### src/rtl/muldiv_unit.sv
// Iterative multiply/divide engine for the E stage: MULT/MULTU/DIV/DIVU into HI/LO.
// Define MULDIV_FASTMUL_EN to replace the 32-cycle shift-add multiply with a single-cycle array product.
module muldiv_unit (
    input  logic        clk,
    input  logic        rst,
    input  logic        startE,
    input  logic [1:0]  opE,
    input  logic [31:0] srcaE,
    input  logic [31:0] srcbE,
    input  logic        cancelE,
    output logic        isMulOrDivComputingE,
    output logic        resultReadyE,
    output logic [31:0] hiE,
    output logic [31:0] loE
);
    localparam int DIV_ITERS = 32;
    localparam logic [4:0] LAST = 5'(DIV_ITERS - 1);

    typedef enum logic [1:0] {IDLE, RUN, DONE} stateT;

    stateT       state;
    logic        isDiv, qSign, rSign;
    logic [4:0]  cnt;
    logic [31:0] accHi, accLo, opnd;

    // Launch-side sign handling; unsigned ops (opE[0]) never see a sign
    logic        sa, sb;
    logic [31:0] absA, absB;
    assign sa   = ~opE[0] & srcaE[31];
    assign sb   = ~opE[0] & srcbE[31];
    assign absA = sa ? -srcaE : srcaE;
    assign absB = sb ? -srcbE : srcbE;

    assign isMulOrDivComputingE = ~rst & ~cancelE &
                                  (((state == IDLE) & startE) | (state == RUN));

    // One iteration: divide keeps remainder in accHi and shifts quotient bits into accLo;
    // multiply keeps the upper product in accHi and retires multiplier bits out of accLo.
    logic [32:0] rShift, sum;
    logic        geq;
    logic [31:0] stepHi, stepLo;
    assign rShift = {accHi, accLo[31]};
    assign geq    = rShift >= {1'b0, opnd};
    assign sum    = {1'b0, accHi} + (accLo[0] ? {1'b0, opnd} : 33'd0);

    always_comb begin
        stepHi = '0;
        stepLo = '0;
        if (isDiv) begin
            stepHi = geq ? (rShift[31:0] - opnd) : rShift[31:0];
            stepLo = {accLo[30:0], geq};
        end else begin
            stepHi = sum[32:1];
            stepLo = {sum[0], accLo[31:1]};
        end
    end

    // Sign fix-up. Divide by zero leaves |dividend| as remainder, so rSign restores the dividend.
    logic [63:0] prod, prodFix;
    logic [31:0] quot, rem, finHi, finLo;
    assign prod    = {stepHi, stepLo};
    assign prodFix = qSign ? -prod : prod;
    assign quot    = qSign ? -stepLo : stepLo;
    assign rem     = rSign ? -stepHi : stepHi;

    always_comb begin
        finHi = prodFix[63:32];
        finLo = prodFix[31:0];
        if (isDiv) begin
            finHi = rem;
            finLo = (opnd == 32'd0) ? 32'hFFFF_FFFF : quot;
        end
    end

`ifdef MULDIV_FASTMUL_EN
    logic [63:0] fastProd, fastFix;
    assign fastProd = 64'(absA) * 64'(absB);
    assign fastFix  = (sa ^ sb) ? -fastProd : fastProd;
`endif

    always_ff @(posedge clk or posedge rst) begin
        if (rst) begin
            state        <= IDLE;
            isDiv        <= 1'b0;
            qSign        <= 1'b0;
            rSign        <= 1'b0;
            cnt          <= '0;
            accHi        <= '0;
            accLo        <= '0;
            opnd         <= '0;
            hiE          <= '0;
            loE          <= '0;
            resultReadyE <= 1'b0;
        end else begin
            resultReadyE <= 1'b0;
            if (cancelE) begin
                state <= IDLE;
            end else begin
                case (state)
                    IDLE: if (startE) begin
                        isDiv <= opE[1];
                        qSign <= sa ^ sb;
                        rSign <= sa;
                        cnt   <= '0;
                        accHi <= '0;
                        accLo <= opE[1] ? absA : absB;
                        opnd  <= opE[1] ? absB : absA;
                        state <= RUN;
`ifdef MULDIV_FASTMUL_EN
                        if (!opE[1]) begin
                            hiE          <= fastFix[63:32];
                            loE          <= fastFix[31:0];
                            resultReadyE <= 1'b1;
                            state        <= DONE;
                        end
`endif
                    end
                    RUN: begin
                        accHi <= stepHi;
                        accLo <= stepLo;
                        cnt   <= cnt + 5'd1;
                        if (cnt == LAST) begin
                            hiE          <= finHi;
                            loE          <= finLo;
                            resultReadyE <= 1'b1;
                            state        <= DONE;
                        end
                    end
                    DONE:    state <= IDLE;
                    default: state <= IDLE;
                endcase
            end
        end
    end
endmodule

### config.mk
export PLATFORM = sky130hd
export DESIGN_NAME = muldiv_unit
export DESIGN_NICKNAME = d
export VERILOG_FILES = /design/src/rtl/muldiv_unit.sv
export SDC_FILE = /design/constraint.sdc
export NUM_CORES = 1
export LEC_CHECK = 0
export CAP_MARGIN = 15
export CORE_MARGIN = 10
export CORE_UTILIZATION = 55
export DETAILED_ROUTE_END_ITERATION = 12
export PLACE_DENSITY_LB_ADDON = 0.1
export SKIP_LAST_GASP = 1
export SYNTH_ARGS = -nofsm -noshare
export SYNTH_HDL_FRONTEND = slang
export SYNTH_SLANG_ARGS = --single-unit
### constraint.sdc
create_clock -name clk -period 12.33 [get_ports clk]
set_clock_uncertainty 0.05 [all_clocks]
set_input_delay 1.8495 -clock clk [delete_from_list [all_inputs] [get_ports clk]]
set_output_delay 1.8495 -clock clk [all_outputs]
set_load 0.01 [all_outputs]
Yosys cells after proc, flatten, opt, wreduce, memory -nomap -nowiden
Index checks and enable logic that the tools add are counted.
{ "word_totals": {"ff_bits": 171, "latch_bits": 0, "ram_bits": 0, "mem_bits_ro": 0, "inputBits": 70, "out_inout_bits": 66, "word_cells": 69, "n_memories": 0} }
{ "op_classes": {"add_sub_neg": 8, "mul": 0, "div": 0, "order_cmp": 1, "n_eq_ne": 5, "shifts": 0, "mux": 27, "bitwise_logic": 10, "reduce_logical": 7} }
{ "ops": {"columns": ["op", "count"], "rows": [
  ["32-bit two-way mux", 15],
  ["32-bit negator", 4],
  ["32-bit case mux with 2 select lines", 2],
  ["64-bit two-way mux", 1],
  ["64-bit negator", 1],
  ["32-bit by 32-bit adder with 33-bit output", 1],
  ["33-bit by 32-bit greater-or-equal comparator with 1-bit output", 1],
  ["32-bit zero test", 1],
  ["32-bit subtractor", 1],
  ["5-bit case mux with 2 select lines", 1],
  ["3-bit AND reduction", 3],
  ["2-bit two-way mux", 3],
  ["5-bit by 1-bit adder with 5-bit output (second input constant)", 1],
  ["1-bit bitwise AND", 5],
  ["5-bit equality test (second input constant)", 1],
  ["5-bit two-way mux", 1],
  ["2-bit case mux with 2 select lines", 1],
  ["1-bit two-way mux", 3],
  ["3-bit by 2-bit inequality test with 1-bit output (second input constant)", 1],
  ["3-bit inequality test (second input constant)", 1],
  ["1-bit inverter", 3],
  ["2-bit by 1-bit equality test with 1-bit output (second input constant)", 1],
  ["2-bit zero test", 1],
  ["2-bit inequality test (second input constant)", 1],
  ["4 further kinds", 4]
]} }

Depth between registers and ports, before layout
Gate-level depths: netlist of the first run.
{ "depth": {"ltp_word": 7, "ltp_mapped": 22, "mapped_depth_nobuf": 19} }

Worst setup path after synthesis of the first run
No wires, ideal clock.
{ "synth_timing": {"path_kind": "register to register", "start": "register isDiv", "end": "register hiE[26]", "setup_ns": 0.129, "t_arrival_ns": 5.124, "required_ns": 12.151, "setup_slack_ns": 7.028, "path_stages_with_launch": 23, "path_buffers": 10, "synth_period_minus_slack_ns": 5.302, "cell_sequence": "dfrtp_1 -> buf_4 -> buf_4 -> buf_2 -> buf_2 -> buf_2 -> buf_2 -> buf_2 -> buf_1 -> buf_1 -> clkbuf_1 -> a21oi_1 -> inv_1 -> ha_1 -> o21ai_0 -> or2_2 -> or2_2 -> or3_1 -> nor4_4 -> a211oi_1 -> o31ai_1 -> xnor2_1 -> o21ai_1"} }
{ "synth_via": {"elab_chain_cells": 4, "word_cells_on_any_way": 7, "cone_classes": "add/sub: 2; mux: 5"} }
{ "synth_rtl": {"columns": ["item", "line", "source"], "rows": [
  ["start, declared", "22", "logic isDiv, qSign, rSign;"],
  ["start signal, assigned", "101", "isDiv <= opE[1];"],
  ["32-bit two-way mux", "49", "if (isDiv) begin"],
  ["64-bit negator or 32-bit negator (tied branches)", "62, 64", null],
  ["64-bit two-way mux or 32-bit two-way mux (tied branches)", "62, 64", null],
  ["32-bit two-way mux *", "69", "if (isDiv) begin"],
  ["end signal, assigned", "123", "hiE <= finHi;"],
  ["end, declared", "13", "output logic [31:0] hiE,"]
]} }
Mark *: on every way between the ends. The rest lies on a longest branch, timed or not.
A chain may end at the register's enable or synchronous reset.

Worst setup path in the final report of the first run
{ "layout_timing": {"start": "register accLo[0]", "end": "register hiE[23]"} }
{ "layout_via": {"elab_chain_cells": 6, "word_cells_on_any_way": 9, "cone_classes": "add/sub: 3; mux: 6"} }
{ "layout_rtl": {"columns": ["item", "line", "source"], "rows": [
  ["start, declared", "24", "logic [31:0] accHi, accLo, opnd;"],
  ["start signal, assigned", "106", "accLo <= opE[1] ? absA : absB;"],
  ["start signal, assigned", "120", "accLo <= stepLo;"],
  ["32-bit two-way mux", "44", "assign sum = {1'b0, accHi} + (accLo[0] ? {1'b0, opnd} : 33'd0);"],
  ["32-bit by 32-bit adder with 33-bit output", "44", null],
  ["32-bit two-way mux", "49", null],
  ["64-bit negator or 32-bit negator (tied branches)", "62, 64", null],
  ["64-bit two-way mux or 32-bit two-way mux (tied branches)", "62, 64", null],
  ["32-bit two-way mux *", "69", null]
]} }
Marked as above.

==> reports/metrics.yaml, run 1 <==
status: "finished, final reports clean"
hold_class: "register to register"
met1_usage: 0.387
power_uw: 3470
fin_nets: 2261
slowest_stage: "a2111oi_2"
synth.top_cells.by_count: "210 x nand2_1, 188 x nor2_1, 187 x a21oi_1, 173 x o21ai_0, 171 x dfrtp_1"
p_leak_uw: 0.00750
power.internal_uw: 1670
cts_resized: 0
multiInputGateArea_mm2: 0.0109
root_buffer: "clkbuf_16"
pwr-share-seq: 0.224
yosys.cell_types.count: 101
antenna_found_initial: 0
core_area_mm2: 0.0286
maxCapViolCount: 0
netlist_area_mm2: 0.0159
met3_usage: 0.0560
post_drt_wl_per_cell_um: 23.5
critPathKind: "register to register"
dieArea_mm2: 0.0362
postCtsSetupBuffers: 0
drt_iter0_drc: 2044
grt_setup_unrepaired: "no"
crit_required_ps: 12580
comb_power_share: 0.603
crit_chain: "buf_4 -> and2_1 -> ha_1 -> inv_1 -> fa_1 -> nand2b_1 -> a211o_1 -> a2111oi_0 -> o21ai_0 -> a21oi_1 -> a31oi_1 -> buf_4 -> a2111oi_2 -> nand4b_1 -> o31ai_1 -> a211oi_1 -> xnor2_1 -> o21ai_0"
place.gp.congestion: 1.05
drt_wl_total_um: 59200
drtAntennaViolNets: 0
grt_max_degree: 112
ioPinCount: 136
seqCellArea_mm2: 0.00428
grt_pass1_vias: 15563
cts_tree: "built"
htreeDepth: 4
fmax_mhz: 171
grt_use_met2: 0.534
power_frac_clock: 0.172
ys_top_cells_by_area: "dfrtp_1 27%, a21oi_1 5.9%, ha_1 5.5%"
avgSynthCellArea_um2: 7.72
tightest_slew_ps: 1110
drt_first_pass_iters: 8
timing.setup.tns_ps: 0
cp.arrival_ps: 6080
post-route-min-period_ps: 5830
grt_busiest_layer: "met2"
worstPathMaxFanout: 35
num_rows: 62
dpl.hpwl_um: 45400
initial_utilization: 0.557
swShare: 0.519
portBuffers: 135
cts_buffers: 17
crit_path_end_kind: "register"
syn_nets: 2206
ys.flop_type: "dfrtp_1"
finalCritPeriodShare: 0.473
synth_area_leader_cell: "dfrtp_1"
drc_errors: 0
clockBufferDepth: 2
grtUsageTotal: 0.319
cts_sinks: 171
netSwitchingPower_uw: 1800
syn_inst: 2064
via_per_inst: 6.51
start_kind: "register"
async_reset_ff_frac: 1.00
setup-violations-final: 0
nFillCells: 2544
max_stage_delay_ps: 990
clk_pin_slew_worst_paths_ps: 80
synth_edf_count: 0
synth-seq-cells: 171
grt_pass1_wl_um: 91000
grt_overflow_total: 0
synth_top_area_frac: 0.269
synthToLayoutAreaGrowth_pct: 13.4
clk-insertion-delay-late_ps: 460
dr_total_vias: 16392
ys_seq_area_frac: 0.269
die_width_um: 190
slew_headroom: 0.258
die_h_um: 190
yosys_warnings: 0
layout-drive-gt1-share: 0.0539
hold_violations: 0
ir_drop_uv: 99.8
power.density_mw_per_mm2: 192
finalMaxSlewViolations: 0
synth_most_common_cell: "nand2_1"
holdBufCountCts: 0
placed cells by master, fill, tap and decap left out, drive strengths merged, types with 35 or more instances in the layout:
cell type      instances
a21o                  36
xnor2                 82
dfrtp                171
nand3                 52
a21oi                189
nor3                  59
o21ai                187
ha                    70
and2                  48
mux2i                 35
inv                   86
clkdlybuf4s50        134
nor2                 189
xor2                  59
nand2                211
layer usage:
layer | up-vias | share of wire
li1 | 7649 | -
met1 | 7801 | 0.39
met2 | 786 | 0.48
met3 | 156 | 0.077
met4 | 0 | 0.053
met5 | - | 0
critical path: cells and delay by family, from the launching register on:
| family | cells | cell delay [ps] |
|---|---|---|
| AO/OA/AOI/OAI | 9 | 2950 |
| flip-flops | 1 | 330 |
| XOR/XNOR | 1 | 260 |
| adder cells (fa/ha/maj) | 2 | 600 |
| AND/OR/NAND/NOR | 3 | 860 |
| buffers and inverters | 3 | 600 |
power groups by stage:
| stage | Clock, uW | Sequential (uW) | Combinational (uW) |
|---|---|---|---|
| floorplan | 0 | 720 | 1470 |
| detailed placement | 0 | 783 | 2020 |
| global placement | 0 | 779 | 2010 |
| finish | 599 | 779 | 2100 |
| global route | 617 | 787 | 2250 |
| CTS | 596 | 773 | 2030 |
registers in the layout, indices dropped and copies added (netlist names):
name          flops
opnd             32
resultReadyE      1
qSign             1
isDiv             1
accHi            32
hiE              32
loE              32
rSign             1
cnt               5
accLo            32
state             2
final timing paths:
check	start	to	slack (ps)	depth (start not counted)
min	hiE[7]	hiE[7]	430	2
min in group asynchronous	rst	cnt[0]	1940	2
min reg2reg	hiE[7]	hiE[7]	430	2
max	accLo[0]	hiE[23]	6500	18
max in group asynchronous	rst	isDiv	8620	3
max reg2reg	accLo[0]	hiE[23]	6500	18
per-stage QoR:
| step | hold WS (ps) | instance area [um^2] | cells | worst slack, ps | util |
|---|---|---|---|---|---|
| after floorplan | 395 | 15900 | 2064 | 5800 | - |
| after global placement | 407 | 17400 | 2483 | 6620 | 0.608 |
| after detailed placement | 420 | 17400 | 2483 | 6510 | 0.608 |
| after CTS | 438 | 18000 | 2515 | 6640 | 0.630 |
| after global routing | 457 | 18100 | 2516 | 6210 | 0.631 |
| final | 431 | 18100 | 2517 | 6500 | 0.631 |
cell families after synthesis:
family	after synthesis	synth area share
mux	48	0.0312
fa+ha+maj	72	0.0575
compound gates	694	0.285
xor+xnor	141	0.0775
simple gates	741	0.230
flops	171	0.269
buf+inv	197	0.0510
layout make-up:
| class | instances | area share |
|---|---|---|
| Clock inverter | 15 | 0.0120 |
| Sequential cell | 171 | 0.237 |
| Antenna cell | 1 | 0.000138 |
| Clock buffer | 17 | 0.0235 |
| Inverter | 80 | 0.0169 |
| Tap cell | 384 | 0.0266 |
| Timing Repair Buffer | 153 | 0.0827 |
| Multi-Input combinational cell | 1696 | 0.601 |
(Power assumes the default switching activity.)
==> run 2: changes to the inputs <==
Settings changed: CORE_UTILIZATION 55 to 54.
Clock period 12.33 ns to 5.3 ns, I/O delays scaled along.
==> reports/metrics.yaml, run 2 (synthesis results as in run 1) <==
grt_pass1_wl_um: 94600  # +3.9%
setup-violations-final: 0  # unchanged
clk_pin_slew_worst_paths_ps: 80  # about the same
hold_depth: 2  # unchanged
die_h_um: 192  # +0.83%
mostFrequentLayoutCells: "208 x nand2_1, 187 x nor2_1, 186 x a21oi_1"
hold_class: "register to register"
cp_top_family: "compound AO/OA/AOI/OAI gates"
maxCapViolCount: 0  # unchanged
drt_wl_total_um: 62100  # +5.0%
finalCritPeriodShare: 0.963  # +0.491
grt_pass1_vias: 16138  # +3.7%
die_width_um: 192  # +0.83%
cp.arrival_ps: 5430  # -650 ps
tightest_slew_ps: 1120  # +13.3 ps
timing.setup.tns_ps: 0  # unchanged
post_drt_wl_per_cell_um: 24.0  # +2.3%
grt_overflow_total: 0  # unchanged
grt_setup_unrepaired: "no"
antenna_found_initial: 0  # unchanged
crit_buf_inv: 4  # +1
post-route-min-period_ps: 5110  # -725 ps
drt_first_pass_iters: 6  # -2
hold_violations: 0  # unchanged
crit_chain: "inv_1 -> ha_1 -> inv_1 -> fa_1 -> a21oi_1 -> o21ai_0 -> a311oi_1 -> a21oi_1 -> a41oi_1 -> a2111oi_0 -> buf_4 -> o22ai_1 -> buf_4 -> nand2_1 -> or3_1 -> and4bb_2 -> o31a_1 -> o41ai_2"
postCtsSetupBuffers: 0  # unchanged
cts_buffers: 17  # unchanged
grtUsageTotal: 0.333  # +0.0137
cts_tree: "built"
dieArea_mm2: 0.0368  # +1.7%
p_leak_uw: 0.00782  # +4.3%
core_area_mm2: 0.0289  # +1.1%
dr_total_vias: 16821  # +2.6%
crit_required_ps: 5630  # -6950 ps
hold_end: "hiE[4]"
fmax_mhz: 196  # +14%
layout-drive-gt1-share: 0.0841  # +0.0302
grt_max_degree: 118  # +5.4%
drc_errors: 0  # unchanged
timing.rr.end: "hiE[31]"
fin_ws_ps: 193  # -6300 ps
via_per_inst: 6.51  # about the same
nFillCells: 2531  # -0.51%
rr_worst_depth: 18  # unchanged
initial_utilization: 0.551  # -0.00597
ioPinCount: 136  # unchanged
ff2ff_setup_slack_ps: 190  # -6300 ps
cts_sinks: 171  # unchanged
num_rows: 62  # unchanged
fin_nets: 2328  # +3.0%
finalMaxSlewViolations: 0  # unchanged
portBuffers: 135  # unchanged
ir_drop_uv: 287  # +190%
slowest_stage: "a21oi_1"
drt_iter0_drc: 1793  # -12%
final_common_cell: "nand2_1"
drtAntennaViolNets: 0  # unchanged
critPathKind: "register to register"
dp_slack_ps: 247  # -6260 ps
hold_path.startpoint: "hiE[4]"
slew_headroom: 0.248  # -0.0109
crit_path_end_kind: "register"
synthToLayoutAreaGrowth_pct: 16.7
rr_startpoint: "accLo[31]"
clk-insertion-delay-late_ps: 470  # about the same
start_kind: "register"
status: "finished, final reports clean"
post-route-util: 0.643  # +0.0115
power.density_mw_per_mm2: 456  # +140%
worstPathMaxFanout: 4  # -89%
root_buffer: "clkbuf_16"
htreeDepth: 4  # unchanged
max_stage_delay_ps: 600  # -390 ps
dpl.hpwl_um: 48200  # +6.1%
place.gp.congestion: 1.10  # +4.7%
clockBufferDepth: 2  # unchanged
## run 2: worst register-to-register path, cell delays in order (launching register included)
cell       delay, ps
dfrtp_1          490
inv_1            150
ha_1             260
inv_1             90
fa_1             200
a21oi_1          100
o21ai_0          520
a311oi_1         210
a21oi_1          600
a41oi_1          190
a2111oi_0        600
buf_4            210
o22ai_1           70
buf_4            190
nand2_1           70
or3_1            170
and4bb_2         270
o31a_1           280
o41ai_2          300
## run 2: layout make-up
type / instances / area [um^2] / share of cell area
Multi-Input combinational cell: 1696 / 10900 / 0.585
Sequential cell: 171 / 4280 / 0.230
Timing Repair Buffer: 220 / 2010 / 0.108
Tap cell: 384 / 480 / 0.0258
Clock buffer: 17 / 425 / 0.0229
Inverter: 80 / 304 / 0.0163
Clock inverter: 15 / 203 / 0.0109
Antenna cell: 1 / 2.50 / 0.000135
## run 2: worst max-delay path by stage
stage | cells past startpoint | startpoint | slack, ps | to
detailed placement | 19 | opnd[18] | 250 | hiE[28]
finish | 18 | accLo[31] | 190 | hiE[31]
global placement | 19 | opnd[18] | 230 | hiE[28]
global route | 18 | accHi[7] | 10 | hiE[26]
floorplan | 22 | isDiv | 120 | hiE[26]
CTS | 19 | opnd[18] | 230 | hiE[28]
## run 2: timing repair
action | CTS | global route
resized for setup | 0 | 4
endpoints found under the setup margin | 0 | 11
hold buffers | 0 | 0
## run 2: per-layer routing
layer | up-vias | wire (um) | track usage
met5 | - | 0 | 0
met4 | 0 | 4000 | 0.209
met3 | 174 | 5260 | 0.0733
met2 | 845 | 28500 | 0.525
met1 | 8010 | 24400 | 0.407
li1 | 7792 | - | -
## run 2: where the power goes
group	internal [uW]	switching [uW]	leakage [uW]
clock network	681	654	0.000300
registers	1500	310	0.00222
logic	1950	3390	0.00530
## run 2: through the flow
| step | hold WS, ps | instances | total power [uW] | instance area, um^2 |
|---|---|---|---|---|
| finish | 429 | 2584 | 8480 | 18600 |
| global route | 470 | 2583 | 8900 | 18600 |
| CTS | 436 | 2583 | 8280 | 18600 |
| detailed placement | 420 | 2551 | 6930 | 17900 |
| global placement | 408 | 2551 | 6900 | 17900 |
| floorplan | 395 | 2064 | 5100 | 15900 |
